`src/rtl/mc_ctrl.sv`:
```
// rtl/mc_ctrl.sv - multi-cycle MIPS-subset control FSM with retired-instruction counter
// Optional MEM stall on mem_ready: define MC_CTRL_STALL_EN.
module mc_ctrl (
  input  logic        clk,
  input  logic        reset,
  input  logic [5:0]  op,
  input  logic [5:0]  func,
  input  logic        zero,
`ifdef MC_CTRL_STALL_EN
  input  logic        mem_ready,
`endif
  output logic        pc_write,
  output logic        ir_write,
  output logic        reg_write,
  output logic        mem_write,
  output logic [1:0]  pc_src,
  output logic [1:0]  wb_sel,
  output logic [1:0]  reg_dst,
  output logic [1:0]  alu_op,
  output logic        alu_src,
  output logic [2:0]  state,
  output logic        illegal,
  output logic [31:0] retired
);

  typedef enum logic [2:0] {
    S_FETCH  = 3'd0,
    S_DECODE = 3'd1,
    S_EXEC   = 3'd2,
    S_MEM    = 3'd3,
    S_WB     = 3'd4
  } state_t;

  typedef enum logic [3:0] {
    C_NOP, C_ADDU, C_SUBU, C_JR, C_ORI, C_LUI, C_LW, C_SW, C_BEQ, C_JAL, C_ILL
  } cls_t;

  state_t      state_q, state_d;
  cls_t        cls_q, dec_cls;
  logic [31:0] retired_q;
  logic        retire;
  logic        mem_done;
  logic        pc_write_c, ir_write_c, reg_write_c, mem_write_c, illegal_c;
  logic [1:0]  pc_src_c, wb_sel_c, reg_dst_c, alu_op_c;
  logic        alu_src_c;

`ifdef MC_CTRL_STALL_EN
  assign mem_done = mem_ready;
`else
  assign mem_done = 1'b1;
`endif

  // Only consulted in DECODE; op/func are don't-care everywhere else.
  always_comb begin
    dec_cls = C_ILL;
    case (op)
      6'h00: begin
        case (func)
          6'h21:   dec_cls = C_ADDU;
          6'h23:   dec_cls = C_SUBU;
          6'h08:   dec_cls = C_JR;
          6'h00:   dec_cls = C_NOP;
          default: dec_cls = C_ILL;
        endcase
      end
      6'h0d:   dec_cls = C_ORI;
      6'h0f:   dec_cls = C_LUI;
      6'h23:   dec_cls = C_LW;
      6'h2b:   dec_cls = C_SW;
      6'h04:   dec_cls = C_BEQ;
      6'h03:   dec_cls = C_JAL;
      default: dec_cls = C_ILL;
    endcase
  end

  always_ff @(posedge clk) begin
    if (reset) begin
      state_q   <= S_FETCH;
      cls_q     <= C_NOP;
      retired_q <= 32'd0;
    end else begin
      state_q <= state_d;
      if (state_q == S_DECODE)
        cls_q <= dec_cls;
      if (retire)
        retired_q <= retired_q + 32'd1;
    end
  end

  always_comb begin
    state_d     = S_FETCH;
    retire      = 1'b0;
    pc_write_c  = 1'b0;
    ir_write_c  = 1'b0;
    reg_write_c = 1'b0;
    mem_write_c = 1'b0;
    illegal_c   = 1'b0;
    pc_src_c    = 2'd0;
    wb_sel_c    = 2'd0;
    reg_dst_c   = 2'd0;
    alu_op_c    = 2'd0;
    alu_src_c   = 1'b0;

    if (state_q == S_EXEC || state_q == S_MEM || state_q == S_WB) begin
      case (cls_q)
        C_ADDU:     begin alu_op_c = 2'd0; alu_src_c = 1'b0; end
        C_SUBU:     begin alu_op_c = 2'd1; alu_src_c = 1'b0; end
        C_ORI:      begin alu_op_c = 2'd2; alu_src_c = 1'b1; end
        C_LUI:      begin alu_op_c = 2'd3; alu_src_c = 1'b1; end
        C_LW, C_SW: begin alu_op_c = 2'd0; alu_src_c = 1'b1; end
        C_BEQ:      begin alu_op_c = 2'd1; alu_src_c = 1'b0; end
        default:    begin alu_op_c = 2'd0; alu_src_c = 1'b0; end
      endcase
    end

    case (state_q)
      S_FETCH: begin
        ir_write_c = 1'b1;
        pc_write_c = 1'b1;
        state_d    = S_DECODE;
      end
      S_DECODE: begin
        case (dec_cls)
          C_NOP:   begin retire = 1'b1; state_d = S_FETCH; end
          C_ILL:   begin illegal_c = 1'b1; state_d = S_FETCH; end
          C_JAL:   state_d = S_WB;
          default: state_d = S_EXEC;
        endcase
      end
      S_EXEC: begin
        case (cls_q)
          C_BEQ: begin
            pc_write_c = zero;
            pc_src_c   = zero ? 2'd1 : 2'd0;
            retire     = 1'b1;
            state_d    = S_FETCH;
          end
          C_JR: begin
            pc_write_c = 1'b1;
            pc_src_c   = 2'd3;
            retire     = 1'b1;
            state_d    = S_FETCH;
          end
          C_LW, C_SW:                   state_d = S_MEM;
          C_ADDU, C_SUBU, C_ORI, C_LUI: state_d = S_WB;
          default:                      state_d = S_FETCH;
        endcase
      end
      S_MEM: begin
        mem_write_c = (cls_q == C_SW);
        if (!mem_done)
          state_d = S_MEM;
        else if (cls_q == C_LW)
          state_d = S_WB;
        else begin
          retire  = (cls_q == C_SW);
          state_d = S_FETCH;
        end
      end
      S_WB: begin
        state_d = S_FETCH;
        case (cls_q)
          C_ADDU, C_SUBU: begin reg_write_c = 1'b1; reg_dst_c = 2'd1; retire = 1'b1; end
          C_ORI, C_LUI:   begin reg_write_c = 1'b1; retire = 1'b1; end
          C_LW:           begin reg_write_c = 1'b1; wb_sel_c = 2'd1; retire = 1'b1; end
          C_JAL: begin
            reg_write_c = 1'b1;
            reg_dst_c   = 2'd2;
            wb_sel_c    = 2'd2;
            pc_write_c  = 1'b1;
            pc_src_c    = 2'd2;
            retire      = 1'b1;
          end
          default: reg_write_c = 1'b0;
        endcase
      end
      default: state_d = S_FETCH;
    endcase
  end

  // Enables are masked during reset so an aborted instruction never commits.
  assign pc_write  = pc_write_c  & ~reset;
  assign ir_write  = ir_write_c  & ~reset;
  assign reg_write = reg_write_c & ~reset;
  assign mem_write = mem_write_c & ~reset;
  assign illegal   = illegal_c   & ~reset;
  assign pc_src    = pc_src_c;
  assign wb_sel    = wb_sel_c;
  assign reg_dst   = reg_dst_c;
  assign alu_op    = alu_op_c;
  assign alu_src   = alu_src_c;
  assign state     = state_q;
  assign retired   = retired_q;

endmodule

```
`config.mk`:
```
export PLATFORM = sky130hd
export DESIGN_NAME = mc_ctrl
export DESIGN_NICKNAME = d
export VERILOG_FILES = /design/src/rtl/mc_ctrl.sv
export SDC_FILE = /design/constraint.sdc
export NUM_CORES = 1
export LEC_CHECK = 0
export CAP_MARGIN = 5
export CORE_ASPECT_RATIO = 1.1
export CORE_MARGIN = 5
export CORE_UTILIZATION = 44
export DETAILED_ROUTE_END_ITERATION = 10
export GPL_TIMING_DRIVEN = 1
export PLACE_DENSITY_LB_ADDON = 0.05
export SLEW_MARGIN = 0
export SYNTH_ARGS = -nofsm -noshare
export SYNTH_HDL_FRONTEND = slang
export SYNTH_SLANG_ARGS = --single-unit
```
`constraint.sdc`:
```
create_clock -name clk -period 2.1 [get_ports clk]
set_input_delay 0.315 -clock clk [delete_from_list [all_inputs] [get_ports clk]]
set_output_delay 0.315 -clock clk [all_outputs]
set_load 0.02 [all_outputs]
```
# Word level (Yosys, flattened, before mapping)
# Index checks and enable logic that the tools add are counted.
[op_classes] add_sub_neg=1 n_eq_ne=24 muxes=31 bitwise_logic=6 reduce_logical=14
[ops] cell="adder 32 x 1 -> 32 bit, second input constant" count=1
[ops] cell="case mux 4 bit (7 select lines)" count=1
[ops] cell="== test 6 bit, second input constant" count=4
[ops] cell="== test 6 x 4 -> 1 bit, second input constant" count=3
[ops] cell="== test 4 x 3 -> 1 bit, second input constant" count=4
[ops] cell="== test 4 bit, second input constant" count=4
[ops] cell="case mux 2 bit (2 select lines)" count=4
[ops] cell="case mux 4 bit (4 select lines)" count=1
[ops] cell="2-to-1 mux 1 bit" count=13
[ops] cell="logical NOT 6 bit" count=2
[ops] cell="case mux 3 bit (2 select lines)" count=2
[ops] cell="case mux 3 bit (4 select lines)" count=1
[ops] cell="OR reduction 2 bit" count=5
[ops] cell="== test 4 x 2 -> 1 bit, second input constant" count=2
[ops] cell="2-to-1 mux 2 bit" count=4
[ops] cell="OR reduction 4 bit" count=2
[ops] cell="== test 3 x 2 -> 1 bit, second input constant" count=2
[ops] cell="== test 6 x 2 -> 1 bit, second input constant" count=1
[ops] cell="== test 6 x 3 -> 1 bit, second input constant" count=1
[ops] cell="case mux 2 bit (3 select lines)" count=1
[ops] cell="OR reduction 6 bit" count=1
[ops] cell="AND 1 bit" count=5
[ops] cell="== test 4 x 1 -> 1 bit, second input constant" count=1
[ops] cell="logical NOT 4 bit" count=1
[ops] cell="9 further kinds" count=10
[word_totals] reg_bits=39 inputBits=15 output_inout_bits=49 elab_cells=79

# Depth between registers and ports, before layout
[depth] ltp_word=7 depth_mapped=10 mapped_depth_nobuf=6

# Least setup slack after synthesis
# Ideal clock, no wire load.
[synth_path] path_kind="register to output" from="register state_q[2] (netlist: state[2])" to="output reg_write" arrival_ns=2.045 required_time_ns=1.785 setup_slack_ns=-0.260 stages_incl_launch_ff=6 path_buffers=1 cell_sequence="dfxtp_1 buf_4 nand2b_4 nor2_1 nand2_1 a2111oi_0"
[synth_via] elab_chain_cells=3
[synth_lines] element="from (decl)" line_no="38" text="state_t state_q, state_d;"
[synth_lines] element="from (signal assigned)" line_no="82" text="state_q <= state_d;"
[synth_lines] element="== test 3 bit" line_no="116" text="case (state_q)"
[synth_lines] element="2-to-1 mux 1 bit" line_no="116"
[synth_lines] element="AND 1 bit" line_no="184" text="assign reg_write = reg_write_c & ~reset;"
[synth_lines] element="to (decl)" line_no="14" text="output logic reg_write,"
# Every way passes these cells.

# Worst setup path in the final report
[layout_path] from="input op[3]" to="register retired_q[6] (netlist: retired[6])"
[layout_via] elab_chain_cells=5 word_cells_on_any_way=11 cone_classes="6 x eq/ne; 3 x mux; 2 x reduce/logical"
[layout_lines] element="from (decl)" line_no="6" text="input logic [5:0] op,"
[layout_lines] element="== test 6 x 2 -> 1 bit, or another cell as far along" line_no="56" text="case (op)"
[layout_lines] element="case mux 4 bit (7 select lines) *" line_no="56"
[layout_lines] element="logical NOT 4 bit *" line_no="123" text="case (dec_cls)"
[layout_lines] element="2-to-1 mux 1 bit *" line_no="123"
[layout_lines] element="case mux 1 bit (4 select lines) *" line_no="116"
[layout_lines] element="to (signal assigned)" line_no="86" text="retired_q <= retired_q + 32'd1;"
[layout_lines] element="to (decl)" line_no="40" text="logic [31:0] retired_q;"
# Every way passes the cells marked *; elsewhere a longest branch is shown, timed or not.
# A chain may end at the register's enable or synchronous reset.

==> impl_metrics.ini <==
[floorplanning]
ioPinCount = 64
floorplan.rows = 28
fp.dieH_um = 88.7
fp.coreArea_um2 = 5430
start_util_pct = 45.6
die_w_um = 81.5
die_area_um2 = 7230

[detailed_routing]
routed_wl_um = 8220
drtPass1Iterations = 4
wl_per_cell_um = 15.4
drt-initial-drc-count = 149
num_vias = 3016
via_per_inst = 5.64
drc = 0
postRouteAntennaNets = 0

[timing]
fin_crit_ns = 2.26
slew_viol_final = 0
max_freq_mhz = 442
slew_headroom_pct = 69.9
timing_hold_violations_final = 0
rsz0062_at_grt = yes
worst_pin_slew_ns = 0.452
fin_hold_ws_ns = 0.498
setup_violations = 27
layout_setup_ws_ns = -0.164
skew_ns = 0.00938
finalCritPeriodShare_pct = 108

[critical_path]
path_buf_inv = 4
setup.worst_path.start_class = primary input
required_ns = 2.33
cp_max_fo = 6
cpMaxStageDelayCell = a211oi_4
crit_path_frequent_cell = buf_4
worstSetupPathType = primary input to flop
crit_chain = clkdlybuf4s15_2, buf_6, nor4_4, o2111ai_2, a211oi_4, buf_4, o311ai_4, buf_4, or3_1, a21oi_1
end_kind = flop
cp_top_family = compound AO/OA/AOI/OAI gates
max_stage_delay_ns = 0.38
cp.arrival_ns = 2.49

[synthesis]
async_flop_share_pct = 0
synth.area.mux_share_pct = 0.404
seq_area_frac_synth_pct = 31.5
syn_inst = 312
synth-edff-count = 0
yosys.area_share.adder_pct = 0.506
synth_simple_gate_area_share_pct = 34.0
synth-warning-count = 0
synth_compound_area_share_pct = 24.8
yosysTopAreaCell = dfxtp_1
ys_ff_latch = 39
synth_top_cell_area_share_pct = 31.5
ys.flop_type = dfxtp_1
synth_xor_area_share_pct = 2.83
synth_top_family_by_area = simple AND/OR/NAND/NOR gates
synth_nets = 328
yosysUniqueCellTypes = 55
syn-cell-area_um2 = 2470
avgSynthCellArea_um2 = 7.93
synth.area.top_cells = dfxtp_1 (32%), a21oi_1 (6.9%), or3_1 (5.6%), nor2_1 (3.8%), nand2_1 (3.6%)

[clock_tree]
clk-insertion-delay-late_ns = 0.30
htree_num_levels = 2
cts_root_buf = clkbuf_8
cts_num_sinks = 39
numCtsBuffers = 5
cts_tree = done
clkTransAtPathRegs_ns = 0.08
clk_path_buf_depth = 2

[power]
combinationalPowerShare_pct = 17.5
p_int_mw = 1.23
power.density_nw_per_um2 = 396
peakVddDrop_uv = 291
power.switching_mw = 0.441
swShare_pct = 26.4
p_clk_share_pct = 37.1
p_leak_nw = 1.53
finalPower_mw = 1.67
seq_power_share_pct = 45.4

[grt]
grt_use_met1_pct = 25.8
grt_pass1_wl_um = 13000
grtUsageTotal_pct = 22.8
overflow = 0
antenna_found_initial = 0
grt_pass1_vias = 2903
grt_max_degree = 40
grt_use_met2_pct = 41.7
top_usage_layer = met2
grt_use_met3_pct = 4.58

[final_layout]
antennaDiodeCount = 0
area_growth_syn_to_layout_pct = 70.5
drive_above_1_share_pct = 40.4
fill_cells = 391
layout.nets = 475

[run]
drv_cap = 0

[place]
portBuffers = 63
dp_hpwl_um = 5060
gp_congestion = 0.900
place_ws_ns = -0.919

[run_status]
status = finished, violations left
violations = negative setup slack

[hold_path]
hold_class = flop to flop
==> sequential cells by signal, indices dropped and copies added (netlist names) <==
register  cells
state         3
retired      32
cls_q         4
==> per-layer routing <==
metal	up-vias	share of wire (%)	wire length (um)
met5	-	0	0
met4	0	2.4	199
met3	22	5.5	450
met2	102	52	4280
met1	1421	40	3290
li1	1471	-	-
==> layout by cell type, fill, tap and decap left out, drive strengths merged, types with 2 or more instances in the layout <==
master and n:
a2111oi 3, a211oi 4, a21oi 34, and2 4, and3 7, and4 5
buf 99, clkbuf 19, clkdlybuf4s15 2, clkdlybuf4s50 37, dfxtp 39, dlygate4sd2 5
inv 11, nand2 24, nand3 12, nand3b 2, nand4 5, nor2 26
nor2b 3, nor3 8, nor3b 5, nor4 5, o21ai 26, o311ai 4
o31ai 12, or2 2, or3 22, or4 9, xnor2 3, xor2 5
==> kinds of logic (layout without fill, tap and decap cells) <==
logic type,Yosys count,count (layout)
flops,39,39
xor+xnor,8,8
buf+inv,28,174
compound gates,90,92
simple gates,145,145
mux,1,1
fa+ha+maj,1,1
==> per-stage QoR <==
step	setup TNS [ns]	utilization, %	instance area [um^2]	std cells
detailed placement	-25.15	67.1	3650	502
global placement	-24.67	67.1	3650	502
floorplan	-1.27	-	2510	312
CTS	-1.22	75.8	4110	529
global route	-4.80	77.7	4220	535
finish	-2.40	77.7	4220	535
==> Yosys cell counts, types with 4 or more instances <==
library cell	number
nand3_1	12
or3_1	22
or4_1	7
dfxtp_1	39
clkbuf_1	8
xor2_1	5
nor4_1	4
and4_1	5
nor2_1	25
nor3_1	8
nand4_1	5
nand2_1	24
a21oi_1	34
inv_1	11
o21ai_1	9
and2_1	4
o31ai_1	12
nor3b_1	4
o21ai_0	17
and3_1	6
==> worst register-to-register path: cells and delay by family, from the launching register on <==
kind	cells	cell delay (ns)
buffers and inverters	3	0.37
and+or+nand+nor	3	0.93
AOI/OAI and AO/OA	3	0.51
DFF	1	0.38
==> cell type report <==
type	instances	area, um^2	share of cell area (%)
clock buffers	7	108	2.55
clock inverters	1	5.00	0.119
inverters	11	41.3	0.978
multi-input cells	247	1860	44.1
flip-flops and latches	39	798	18.9
well taps	75	93.8	2.22
repair buffers	155	1310	31.1
==> power by group through the flow <==
stage / Sequential [mW] / Combinational, mW / Clock (mW)
floorplan: 0.773 / 0.115 / 0
global route: 0.759 / 0.315 / 0.663
CTS: 0.760 / 0.270 / 0.624
finish: 0.758 / 0.293 / 0.620
global placement: 0.777 / 0.253 / 0
detailed placement: 0.777 / 0.255 / 0
==> repair_timing <==
item,CTS,global route
hold buffers,0,0
pin swaps,44,27
gates cloned,4,0
buffers inserted,15,11
endpoints found under the setup margin,46,41
gates resized for setup,116,58
==> worst paths after layout <==
kind         slack [ns]        start  cells past startpoint          end
max reg2reg       -0.15     cls_q[1]                      9  retired[26]
min reg2reg        0.50  retired[31]                      2  retired[31]
min                0.50  retired[31]                      2  retired[31]
max               -0.16        op[3]                     10   retired[6]
Note: power is estimated with default switching activity, not from simulation.
